`config.mk`:
```
export PLATFORM = sky130hd
export DESIGN_NAME = wb2axil_bridge_flat
export DESIGN_NICKNAME = d
export VERILOG_FILES = /design/src/rtl/wb2axil_pkg.sv /design/src/rtl/wb2axil_if.sv /design/src/rtl/wb2axil_bridge.sv /design/src/flat_wrapper.sv
export SDC_FILE = /design/constraint.sdc
export NUM_CORES = 1
export LEC_CHECK = 0
export CAP_MARGIN = 20
export CORE_AREA = 2 2 86 88
export DETAILED_ROUTE_END_ITERATION = 7
export DIE_AREA = 0 0 88 90
export DONT_BUFFER_PORTS = 1
export MAX_ROUTING_LAYER = met4
export PLACE_DENSITY = 0.68
export SYNTH_ARGS = -nofsm -noshare
export SYNTH_HDL_FRONTEND = slang
export SYNTH_SLANG_ARGS = --single-unit
export TNS_END_PERCENT = 100
```
`constraint.sdc`:
```
create_clock -name wb_clk_i -period 4.3 [get_ports wb_clk_i]
set_input_delay 0.645 -clock wb_clk_i [delete_from_list [all_inputs] [get_ports wb_clk_i]]
set_output_delay 0.645 -clock wb_clk_i [all_outputs]
set_load 0.02 [all_outputs]
```
`src/rtl/wb2axil_pkg.sv`:
```
// Shared types and constants for the Wishbone-to-AXI4-Lite bridge.
package wb2axil_pkg;
  typedef enum logic [2:0] {IDLE, WADDR, WRESP, RADDR, RDATA, ACK} state_e;
  localparam logic [1:0]  AXI_RESP_OKAY = 2'b00;
  localparam logic [31:0] ERR_DATA      = 32'hDEADBEEF;
endpackage

```
`src/rtl/wb2axil_if.sv`:
```
// Wishbone slave + AXI4-Lite master signal bundle. The slave modport is the
// bridge's view; the master modport is the surrounding system's view.
interface wb2axil_if #(parameter int AXI_ADDR_W = 16);
  logic                  wbs_cyc_i, wbs_stb_i, wbs_we_i;
  logic [3:0]            wbs_sel_i;
  logic [31:0]           wbs_adr_i, wbs_dat_i;
  logic                  wbs_ack_o;
  logic [31:0]           wbs_dat_o;
  logic [AXI_ADDR_W-1:0] m_awaddr, m_araddr;
  logic                  m_awvalid, m_awready;
  logic [31:0]           m_wdata, m_rdata;
  logic [3:0]            m_wstrb;
  logic                  m_wvalid, m_wready;
  logic [1:0]            m_bresp, m_rresp;
  logic                  m_bvalid, m_bready;
  logic                  m_arvalid, m_arready;
  logic                  m_rvalid, m_rready;

  modport slave (
    input  wbs_cyc_i, wbs_stb_i, wbs_we_i, wbs_sel_i, wbs_adr_i, wbs_dat_i,
           m_awready, m_wready, m_bresp, m_bvalid, m_arready,
           m_rdata, m_rresp, m_rvalid,
    output wbs_ack_o, wbs_dat_o, m_awaddr, m_awvalid, m_wdata, m_wstrb,
           m_wvalid, m_bready, m_araddr, m_arvalid, m_rready
  );

  modport master (
    output wbs_cyc_i, wbs_stb_i, wbs_we_i, wbs_sel_i, wbs_adr_i, wbs_dat_i,
           m_awready, m_wready, m_bresp, m_bvalid, m_arready,
           m_rdata, m_rresp, m_rvalid,
    input  wbs_ack_o, wbs_dat_o, m_awaddr, m_awvalid, m_wdata, m_wstrb,
           m_wvalid, m_bready, m_araddr, m_arvalid, m_rready
  );
endinterface

```
`src/rtl/wb2axil_bridge.sv`:
```
// Single-outstanding Wishbone slave to AXI4-Lite master bridge.
// Define WB2AXIL_TIMEOUT_EN to abort stalled AXI transfers after TIMEOUT_CYCLES.
module wb2axil_bridge
  import wb2axil_pkg::*;
#(
  parameter int AXI_ADDR_W     = 16,
  parameter int TIMEOUT_CYCLES = 255
) (
  input  logic wb_clk_i,
  input  logic wb_rst_i,
  wb2axil_if.slave bus
);

  state_e                state, state_n, fin_st;
  logic [AXI_ADDR_W-1:0] adr_q;
  logic [31:0]           dat_q;
  logic [3:0]            sel_q;
  logic                  aw_done, w_done;
  logic                  req, aw_hs, w_hs, to_hit;
  logic [35:0]           unused_bits;

  assign req    = bus.wbs_cyc_i && bus.wbs_stb_i;
  assign aw_hs  = bus.m_awvalid && bus.m_awready;
  assign w_hs   = bus.m_wvalid && bus.m_wready;
  // An abandoned Wishbone cycle still drains the AXI side but gets no ack.
  assign fin_st = bus.wbs_cyc_i ? ACK : IDLE;
  assign unused_bits = {bus.wbs_adr_i, bus.m_bresp, bus.m_rresp};

`ifdef WB2AXIL_TIMEOUT_EN
  localparam int CNT_W = $clog2(TIMEOUT_CYCLES + 1);
  logic [CNT_W-1:0] to_cnt;
  logic             busy;

  assign busy   = (state == WADDR) || (state == WRESP) ||
                  (state == RADDR) || (state == RDATA);
  assign to_hit = busy && (to_cnt == CNT_W'(TIMEOUT_CYCLES - 1));

  always_ff @(posedge wb_clk_i) begin
    if (!wb_rst_i || !busy || state_n != state) to_cnt <= '0;
    else                                        to_cnt <= to_cnt + 1'b1;
  end
`else
  logic [31:0] unused_timeout;
  assign unused_timeout = TIMEOUT_CYCLES;
  assign to_hit = 1'b0;
`endif

  always_ff @(posedge wb_clk_i) begin
    if (!wb_rst_i) state <= IDLE;
    else           state <= state_n;
  end

  always_comb begin
    state_n = state;
    case (state)
      IDLE:  if (req) state_n = bus.wbs_we_i ? WADDR : RADDR;
      WADDR: if ((aw_done || aw_hs) && (w_done || w_hs)) state_n = WRESP;
      WRESP: if (bus.m_bvalid) state_n = fin_st;
      RADDR: if (bus.m_arready) state_n = RDATA;
      RDATA: if (bus.m_rvalid) state_n = fin_st;
      ACK:   state_n = IDLE;
      default: state_n = IDLE;
    endcase
    if (to_hit) state_n = fin_st;
  end

  always_comb begin
    bus.m_awvalid = 1'b0;
    bus.m_wvalid  = 1'b0;
    bus.m_bready  = 1'b0;
    bus.m_arvalid = 1'b0;
    bus.m_rready  = 1'b0;
    bus.wbs_ack_o = 1'b0;
    case (state)
      WADDR: begin
        bus.m_awvalid = !aw_done;
        bus.m_wvalid  = !w_done;
      end
      WRESP:   bus.m_bready  = 1'b1;
      RADDR:   bus.m_arvalid = 1'b1;
      RDATA:   bus.m_rready  = 1'b1;
      ACK:     bus.wbs_ack_o = 1'b1;
      default: ;
    endcase
  end

  assign bus.m_awaddr = adr_q;
  assign bus.m_araddr = adr_q;
  assign bus.m_wdata  = dat_q;
  assign bus.m_wstrb  = sel_q;

  // Payload only loads in IDLE, so it is frozen while any valid is up.
  always_ff @(posedge wb_clk_i) begin
    if (!wb_rst_i) begin
      adr_q         <= '0;
      dat_q         <= '0;
      sel_q         <= '0;
      aw_done       <= 1'b0;
      w_done        <= 1'b0;
      bus.wbs_dat_o <= '0;
    end else begin
      if (state == IDLE && req) begin
        adr_q   <= bus.wbs_adr_i[AXI_ADDR_W-1:0];
        dat_q   <= bus.wbs_dat_i;
        sel_q   <= bus.wbs_sel_i;
        aw_done <= 1'b0;
        w_done  <= 1'b0;
      end else begin
        if (aw_hs) aw_done <= 1'b1;
        if (w_hs)  w_done  <= 1'b1;
      end
      if (to_hit && (state == RADDR || state == RDATA))
        bus.wbs_dat_o <= ERR_DATA;
      else if (state == RDATA && bus.m_rvalid)
        bus.wbs_dat_o <= (bus.m_rresp == AXI_RESP_OKAY) ? bus.m_rdata : ERR_DATA;
    end
  end

endmodule

```
`src/flat_wrapper.sv`:
```
// flat-port wrapper written by rule: the top's interface ports become plain ports
module wb2axil_bridge_flat import wb2axil_pkg::*;
#(
  parameter int AXI_ADDR_W     = 16,
  parameter int TIMEOUT_CYCLES = 255
)
  (wb_clk_i, wb_rst_i, bus_wbs_cyc_i, bus_wbs_stb_i, bus_wbs_we_i, bus_wbs_sel_i, bus_wbs_adr_i, bus_wbs_dat_i, bus_m_awready, bus_m_wready, bus_m_bresp, bus_m_bvalid, bus_m_arready, bus_m_rdata, bus_m_rresp, bus_m_rvalid, bus_wbs_ack_o, bus_wbs_dat_o, bus_m_awaddr, bus_m_awvalid, bus_m_wdata, bus_m_wstrb, bus_m_wvalid, bus_m_bready, bus_m_araddr, bus_m_arvalid, bus_m_rready);
  wb2axil_if #(.AXI_ADDR_W(AXI_ADDR_W)) bus_i ();
  input  logic wb_clk_i;
  input  logic wb_rst_i;
  input wire logic [$bits(bus_i.wbs_cyc_i)-1:0] bus_wbs_cyc_i;
  input wire logic [$bits(bus_i.wbs_stb_i)-1:0] bus_wbs_stb_i;
  input wire logic [$bits(bus_i.wbs_we_i)-1:0] bus_wbs_we_i;
  input wire logic [$bits(bus_i.wbs_sel_i)-1:0] bus_wbs_sel_i;
  input wire logic [$bits(bus_i.wbs_adr_i)-1:0] bus_wbs_adr_i;
  input wire logic [$bits(bus_i.wbs_dat_i)-1:0] bus_wbs_dat_i;
  input wire logic [$bits(bus_i.m_awready)-1:0] bus_m_awready;
  input wire logic [$bits(bus_i.m_wready)-1:0] bus_m_wready;
  input wire logic [$bits(bus_i.m_bresp)-1:0] bus_m_bresp;
  input wire logic [$bits(bus_i.m_bvalid)-1:0] bus_m_bvalid;
  input wire logic [$bits(bus_i.m_arready)-1:0] bus_m_arready;
  input wire logic [$bits(bus_i.m_rdata)-1:0] bus_m_rdata;
  input wire logic [$bits(bus_i.m_rresp)-1:0] bus_m_rresp;
  input wire logic [$bits(bus_i.m_rvalid)-1:0] bus_m_rvalid;
  output wire logic [$bits(bus_i.wbs_ack_o)-1:0] bus_wbs_ack_o;
  output wire logic [$bits(bus_i.wbs_dat_o)-1:0] bus_wbs_dat_o;
  output wire logic [$bits(bus_i.m_awaddr)-1:0] bus_m_awaddr;
  output wire logic [$bits(bus_i.m_awvalid)-1:0] bus_m_awvalid;
  output wire logic [$bits(bus_i.m_wdata)-1:0] bus_m_wdata;
  output wire logic [$bits(bus_i.m_wstrb)-1:0] bus_m_wstrb;
  output wire logic [$bits(bus_i.m_wvalid)-1:0] bus_m_wvalid;
  output wire logic [$bits(bus_i.m_bready)-1:0] bus_m_bready;
  output wire logic [$bits(bus_i.m_araddr)-1:0] bus_m_araddr;
  output wire logic [$bits(bus_i.m_arvalid)-1:0] bus_m_arvalid;
  output wire logic [$bits(bus_i.m_rready)-1:0] bus_m_rready;
  assign bus_i.wbs_cyc_i = bus_wbs_cyc_i;
  assign bus_i.wbs_stb_i = bus_wbs_stb_i;
  assign bus_i.wbs_we_i = bus_wbs_we_i;
  assign bus_i.wbs_sel_i = bus_wbs_sel_i;
  assign bus_i.wbs_adr_i = bus_wbs_adr_i;
  assign bus_i.wbs_dat_i = bus_wbs_dat_i;
  assign bus_i.m_awready = bus_m_awready;
  assign bus_i.m_wready = bus_m_wready;
  assign bus_i.m_bresp = bus_m_bresp;
  assign bus_i.m_bvalid = bus_m_bvalid;
  assign bus_i.m_arready = bus_m_arready;
  assign bus_i.m_rdata = bus_m_rdata;
  assign bus_i.m_rresp = bus_m_rresp;
  assign bus_i.m_rvalid = bus_m_rvalid;
  assign bus_wbs_ack_o = bus_i.wbs_ack_o;
  assign bus_wbs_dat_o = bus_i.wbs_dat_o;
  assign bus_m_awaddr = bus_i.m_awaddr;
  assign bus_m_awvalid = bus_i.m_awvalid;
  assign bus_m_wdata = bus_i.m_wdata;
  assign bus_m_wstrb = bus_i.m_wstrb;
  assign bus_m_wvalid = bus_i.m_wvalid;
  assign bus_m_bready = bus_i.m_bready;
  assign bus_m_araddr = bus_i.m_araddr;
  assign bus_m_arvalid = bus_i.m_arvalid;
  assign bus_m_rready = bus_i.m_rready;
  wb2axil_bridge #(.AXI_ADDR_W(AXI_ADDR_W), .TIMEOUT_CYCLES(TIMEOUT_CYCLES)) u_core (.wb_clk_i(wb_clk_i), .wb_rst_i(wb_rst_i), .bus(bus_i));
endmodule
```
==> flow_summary.json, run 1 <==
{
  "p_per_area_nw_per_um2": 459,
  "start_util_pct": 52.4,
  "post_synth.cell_area_avg_um2": 8.49,
  "power.total_w": 0.00171,
  "reg2regPathDepth": 4,
  "drive_above_1_share_pct": 5.46,
  "root_buffer": "clkbuf_8",
  "cts.sinks": 89,
  "place.gp.congestion": 0.824,
  "path_cells": "nor3b_2 > nand2_1 > nor3_1 > nor3b_1",
  "hold_buffers": 0,
  "cts_resized": 0,
  "post-route-period-util_pct": 56.8,
  "synth_top_area_share_pct": 48.5,
  "htree_levels": 3,
  "ir_drop_mv": 0.237,
  "start_kind": "flip-flop",
  "tns_ps": 0,
  "rsz0062_at_grt": "false",
  "n_fill_cell": 658,
  "clk_pin_slew_ps": 90,
  "grt_max_degree": 90,
  "hold_viol_final": 0,
  "status": "complete, no violations",
  "clock_latency_ps": 350,
  "fp-row-count": 31,
  "cts_buffers": 9,
  "routed_via_density": 5.38,
  "r2r_slack_ps": 1860,
  "slew_headroom_pct": 30.0,
  "clockBufferDepth": 2,
  "yosys.area.top_type": "dfxtp_1",
  "hpwl_um": 5340,
  "min_path_type": "in2reg",
  "ys_warn_count": 0,
  "coreArea_um2": 7020,
  "ys_ff_latch": 89,
  "fin_worst_skew_ps": 12.2,
  "fin_util_pct": 53.0,
  "r2r_start": "u_core.state[2]",
  "antenna_cells": 0,
  "setup-violations-final": 0,
  "num_vias": 2702,
  "slowest_stage": "nand2_1",
  "grt_use_total_pct": 19.4,
  "max_stage_delay_ps": 720,
  "ys_seq_area_share_pct": 48.5,
  "mostFrequentLayoutCell": "nand2_1",
  "synth_cells": 433,
  "die_width_um": 88,
  "drcViolationCount": 0,
  "max_freq_mhz": 409,
  "synth_area_um2": 3680,
  "required_ps": 4530,
  "crit_fanout": 32,
  "die_height_um": 90,
  "wl_per_cell_um": 15.5,
  "p_leak_nw": 1.24,
  "design.die.area_um2": 7920,
  "grt_pass1_wl_um": 11900,
  "cts_tree": "built",
  "final_cell_mix": "119 x nand2_1, 89 x dfxtp_1, 32 x nor2_1, 31 x a21boi_1, 30 x a21boi_0",
  "cp-end-kind": "flip-flop",
  "post-route-min-period_ps": 2440,
  "reg2reg_to": "u_core.bus.wbs_dat_o[25]",
  "crit_arrival_ps": 2670,
  "hold_start": "bus_wbs_dat_i[20]",
  "finalMaxSlewViolations": 0,
  "pin_count": 220,
  "synth_cell_types": 30,
  "drtIter0Drc": 95,
  "yosys-top-cells-area": "dfxtp_1 48%, nand2_1 12%, a21boi_1 6.3%, a21boi_0 6.1%, nor3b_1 5.1%",
  "post_cts_buffers": 0,
  "crit_type": "reg2reg",
  "fin_nets": 512,
  "antenna_found_initial": 0,
  "worst_slew_pin_slew_ps": 1050,
  "place_area_um2": 3500,
  "final_area_um2": 3720,
  "syn-num-nets": 547,
  "holdPathStages": 2,
  "grt_remaining_overflow": 0,
  "grt_pass1_vias": 2575,
  "syn2layout_area_growth_pct": 1.19,
  "max_cap_viol_count": 0,
  "wirelength_um": 7790,
  "drtAntennaViolNets": 0,
  "holdPathEnd": "u_core.bus.m_wdata[20]",
  "port_buffers": 0,
  "firstDrtPassIters": 4
}
-- metrics by stage --
step | cells | setup slack (ps) | hold slack (ps)
3_3_place_gp | 485 | 1850 | 493
2_1_floorplan | 433 | 2560 | 460
5_1_grt | 502 | 1670 | 404
6_report | 502 | 1860 | 419
4_1_cts | 501 | 1830 | 396
3_5_place_dp | 485 | 1820 | 504
-- power breakdown --
group / internal [W] / switching (W) / total [W]
Combinational: 0.0000638 / 0.0000962 / 0.000160
Sequential: 0.000872 / 0.000115 / 0.000987
Clock: 0.000271 / 0.000291 / 0.000562
Total: 0.00121 / 0.000502 / 0.00171
-- state kept, by name, summed over array words and instances, names as in the netlist --
register,flops
u_core.bus.m_wstrb,4
u_core.bus.wbs_dat_o,32
u_core.bus.m_wdata,32
u_core.aw_done,1
u_core.state,3
u_core.bus.m_araddr,16
u_core.w_done,1
-- worst max-delay path by stage --
stage,startpoint,endpoint,slack [ps]
after floorplan,u_core.state[1],bus_m_awvalid,2560
after global placement,u_core.state[2],u_core.bus.wbs_dat_o[16],1850
after detailed placement,u_core.state[2],u_core.bus.wbs_dat_o[28],1820
after CTS,u_core.state[2],u_core.bus.wbs_dat_o[16],1830
after global routing,u_core.state[2],u_core.bus.wbs_dat_o[30],1670
final,u_core.state[2],u_core.bus.wbs_dat_o[25],1860
-- critical path: cells and delay by family, from the launching register on --
kind	cells	cell delay, ps
flip-flops	1	570
AND/OR/NAND/NOR	4	1770
-- kinds of logic after synthesis --
kind of cell	share of synthesized area [%]
and+or+nand+nor	28.4
DFF	48.5
AOI/OAI and AO/OA	13.6
buffers and inverters	8.74
muxes	0.544
adders and majority gates	0.272
-- routing by layer --
metal	wire length, um	vias up	global-route usage (%)
met1	3060	1212	20.4
li1	-	1344	-
met2	3900	131	33.4
met3	688	15	4.87
met5	0	-	-
met4	148	0	9.10
-- synth_stat cells --
library cell,instances
nand2_1,119
and4b_1,1
dfxtp_1,89
nor3b_1,25
nand3_1,10
o211ai_1,1
and3b_1,1
o22ai_1,1
a21boi_1,31
or2_2,1
nor3b_2,1
a21oi_1,1
o21ai_0,1
nor2_1,32
buf_2,8
nand3b_4,1
nor4bb_1,1
a31oi_1,3
nor3_1,26
nor3_4,1
inv_1,1
buf_4,17
buf_6,8
and2_1,2
mux2i_1,2
a21boi_0,30
or3_1,1
clkbuf_1,16
maj3_1,1
nand2b_1,1
-- area by class of cell --
class                      count  area, um2  share of cell area (%)
inverter                       1       3.75                   0.101
clock inverter                 6       67.6                    1.82
multi-input combinational    294       1570                    42.3
sequential                    89       1780                    47.9
tap                           99        124                    3.33
timing repair buffer           3       42.5                    1.14
clock buffer                  10        128                    3.43
(Power assumes the default switching activity.)
==> run 2, diff against run 1 <==
Settings changed: ABC_AREA set to 1, CORE_AREA 2 2 86 88 to 2 2 85 87, DIE_AREA 0 0 88 90 to 0 0 87 89, PLACE_DENSITY 0.68 to 0.69.
Clock period 4.3 ns to 2.3 ns, I/O delays scaled along.
==> flow_summary.json, run 2 <==
{
  "setup-violations-final": 0,
  "status": "complete, no violations",
  "r2r_slack_ps": 580,
  "coreArea_um2": 6720,
  "drtIter0Drc": 76,
  "stdcell_count": 527,
  "synth_top_area_share_pct": 49.0,
  "firstDrtPassIters": 4,
  "antenna_found_initial": 0,
  "internal-power_w": 0.00242,
  "synth-async-reset-ratio_pct": 0,
  "place.gp.congestion": 0.927,
  "p_sw_share_pct": 35.8,
  "die_height_um": 89,
  "grt_max_degree": 55,
  "fin_nets": 556,
  "root_buffer": "clkbuf_8",
  "max_cap_viol_count": 0,
  "hold_viol_final": 0,
  "pin_count": 220,
  "cts_tree": "built",
  "holdPathEnd": "u_core.state[1]",
  "cp_num_buf_inv": 1,
  "htree_levels": 3,
  "start_kind": "flip-flop",
  "crit_fanout": 6,
  "seqPwrFrac_pct": 54.0,
  "ys_warn_count": 0,
  "p_leak_nw": 1.43,
  "r2r_start": "u_core.state[0]",
  "cts_buffers": 9,
  "mostFrequentLayoutCell": "nand2_1",
  "max_freq_mhz": 519,
  "ys_ff_latch": 89,
  "syn2layout_area_growth_pct": 2.24,
  "reg2regPathDepth": 8,
  "min_path_type": "in2reg",
  "grt_pass1_vias": 2510,
  "slowest_stage": "nor3_1",
  "hold_buffers": 0,
  "reg2reg_to": "u_core.bus.wbs_dat_o[5]",
  "die_width_um": 87,
  "clock_latency_ps": 340,
  "design.die.area_um2": 7740,
  "fin_util_pct": 55.3,
  "final_cell_mix": "131 x nand2_1, 89 x dfxtp_1, 76 x a21oi_1, 66 x nor2_1, 11 x inv_1",
  "crit_arrival_ps": 1580,
  "max_stage_delay_ps": 600,
  "syn-num-nets": 583,
  "ys.flop_type": "dfxtp_1",
  "cts.sinks": 89,
  "fp-row-count": 30,
  "drtAntennaViolNets": 0,
  "synth_edf_count": 0,
  "ys_seq_area_share_pct": 49.0,
  "yosysMostFrequentCell": "nand2_1",
  "switchingPower_w": 0.00135,
  "post-route-period-util_pct": 83.7,
  "grt_remaining_overflow": 0,
  "post-route-min-period_ps": 1930,
  "start_util_pct": 54.1,
  "post_synth.cell_area_avg_um2": 7.75,
  "synth_cell_types": 24,
  "routed_via_density": 5.33,
  "synth_area_um2": 3640,
  "placedCellCount": 511,
  "finalMaxSlewViolations": 0,
  "synth_cells": 469,
  "p_per_area_nw_per_um2": 1010,
  "clockBufferDepth": 2,
  "wirelength_um": 8020,
  "holdPathStages": 2,
  "synth_commonest_cells": "131 x nand2_1, 89 x dfxtp_1, 76 x a21oi_1, 66 x nor2_1, 16 x buf_4",
  "wl_per_cell_um": 15.2,
  "cp-end-kind": "primary output",
  "crit_family": "simple AND/OR/NAND/NOR gates",
  "pwr-share-comb_pct": 17.3,
  "grt_use_total_pct": 19.9,
  "clk_pin_slew_ps": 80,
  "num_vias": 2808,
  "fin_worst_skew_ps": 12.1,
  "required_ps": 1960,
  "yosys-top-cells-area": "dfxtp_1 49%, nand2_1 14%, a21oi_1 10%, nor2_1 6.8%, buf_4 3.3%",
  "path_cells": "inv_1 > nor3_1",
  "cts_resized": 0,
  "post_cts_buffers": 0,
  "drive_above_1_share_pct": 12.5,
  "port_buffers": 0,
  "grt_pass1_wl_um": 11800,
  "yosys.area.top_type": "dfxtp_1",
  "antenna_cells": 0,
  "hold_start": "wb_rst_i",
  "drcViolationCount": 0,
  "slew_headroom_pct": 52.7,
  "ir_drop_mv": 0.478,
  "worst_slew_pin_slew_ps": 709,
  "tns_ps": 0,
  "hpwl_um": 5630,
  "power.share.clock_pct": 28.7,
  "crit_type": "reg2out",
  "rsz0062_at_grt": "false"
}
-- run 2: changes by cell type after synthesis, sizes merged, moves of 2 or more --
cell	previous run	this run
a21oi	1	86
nor2	32	84
nor3	27	1
mux2i	2	0
nor3b	26	0
and2	2	0
nand3	10	5
nand2	119	133
clkbuf	16	10
inv	1	14
and3	0	2
a31oi	3	0
nand4	0	9
a21boi	61	0
-- run 2: power by group through the flow --
stage	registers (W)	logic (W)	clock network (W)
finish	0.00203	0.000654	0.00108
global route	0.00205	0.000742	0.00119
CTS	0.00204	0.000657	0.00112
detailed placement	0.00207	0.000657	0
global placement	0.00207	0.000638	0
floorplan	0.00199	0.000652	0
-- run 2: layer usage --
metal  global-route usage [%]  wire [um]
met3                     7.02        662
met2                     32.2       3880
met1                     23.2       3370
met4                     6.39        114
met5                        -          0
-- run 2: kinds of logic after synthesis --
logic type	Yosys count	share of synthesized area, %
and+or+nand+nor	235	28.5
DFF	89	49.0
AOI/OAI and AO/OA	87	13.0
buffers and inverters	58	9.50
-- run 2: layout make-up --
cell class	instances	area [um2]
clock buffer	9	124
clock inverter	7	75.1
fill	636	3000
inverter	14	57.6
multi-input combinational	322	1510
sequential	89	1780
tap	80	100
timing repair buffer	6	70.1
-- run 2: how the worst max path moves through the flow --
stage	startpoint	cells past startpoint	slack (ps)	end
6_report	u_core.state[2]	2	370	bus_wbs_ack_o
3_5_place_dp	u_core.state[0]	8	590	u_core.bus.wbs_dat_o[5]
4_1_cts	u_core.state[2]	2	360	bus_wbs_ack_o
5_1_grt	u_core.state[2]	2	280	bus_wbs_ack_o
3_3_place_gp	u_core.state[0]	8	630	u_core.bus.wbs_dat_o[2]
2_1_floorplan	u_core.state[2]	2	900	bus_wbs_ack_o
-- run 2: per-stage QoR --
| step | setup WS [ps] | total power (W) | cell area [um2] | hold slack (ps) |
|---|---|---|---|---|
| floorplan | 896 | 0.00264 | 3640 | 468 |
| global placement | 628 | 0.00271 | 3520 | 476 |
| detailed placement | 595 | 0.00273 | 3520 | 483 |
| CTS | 362 | 0.00381 | 3720 | 111 |
| global route | 279 | 0.00398 | 3720 | 98.0 |
| finish | 374 | 0.00377 | 3720 | 129 |
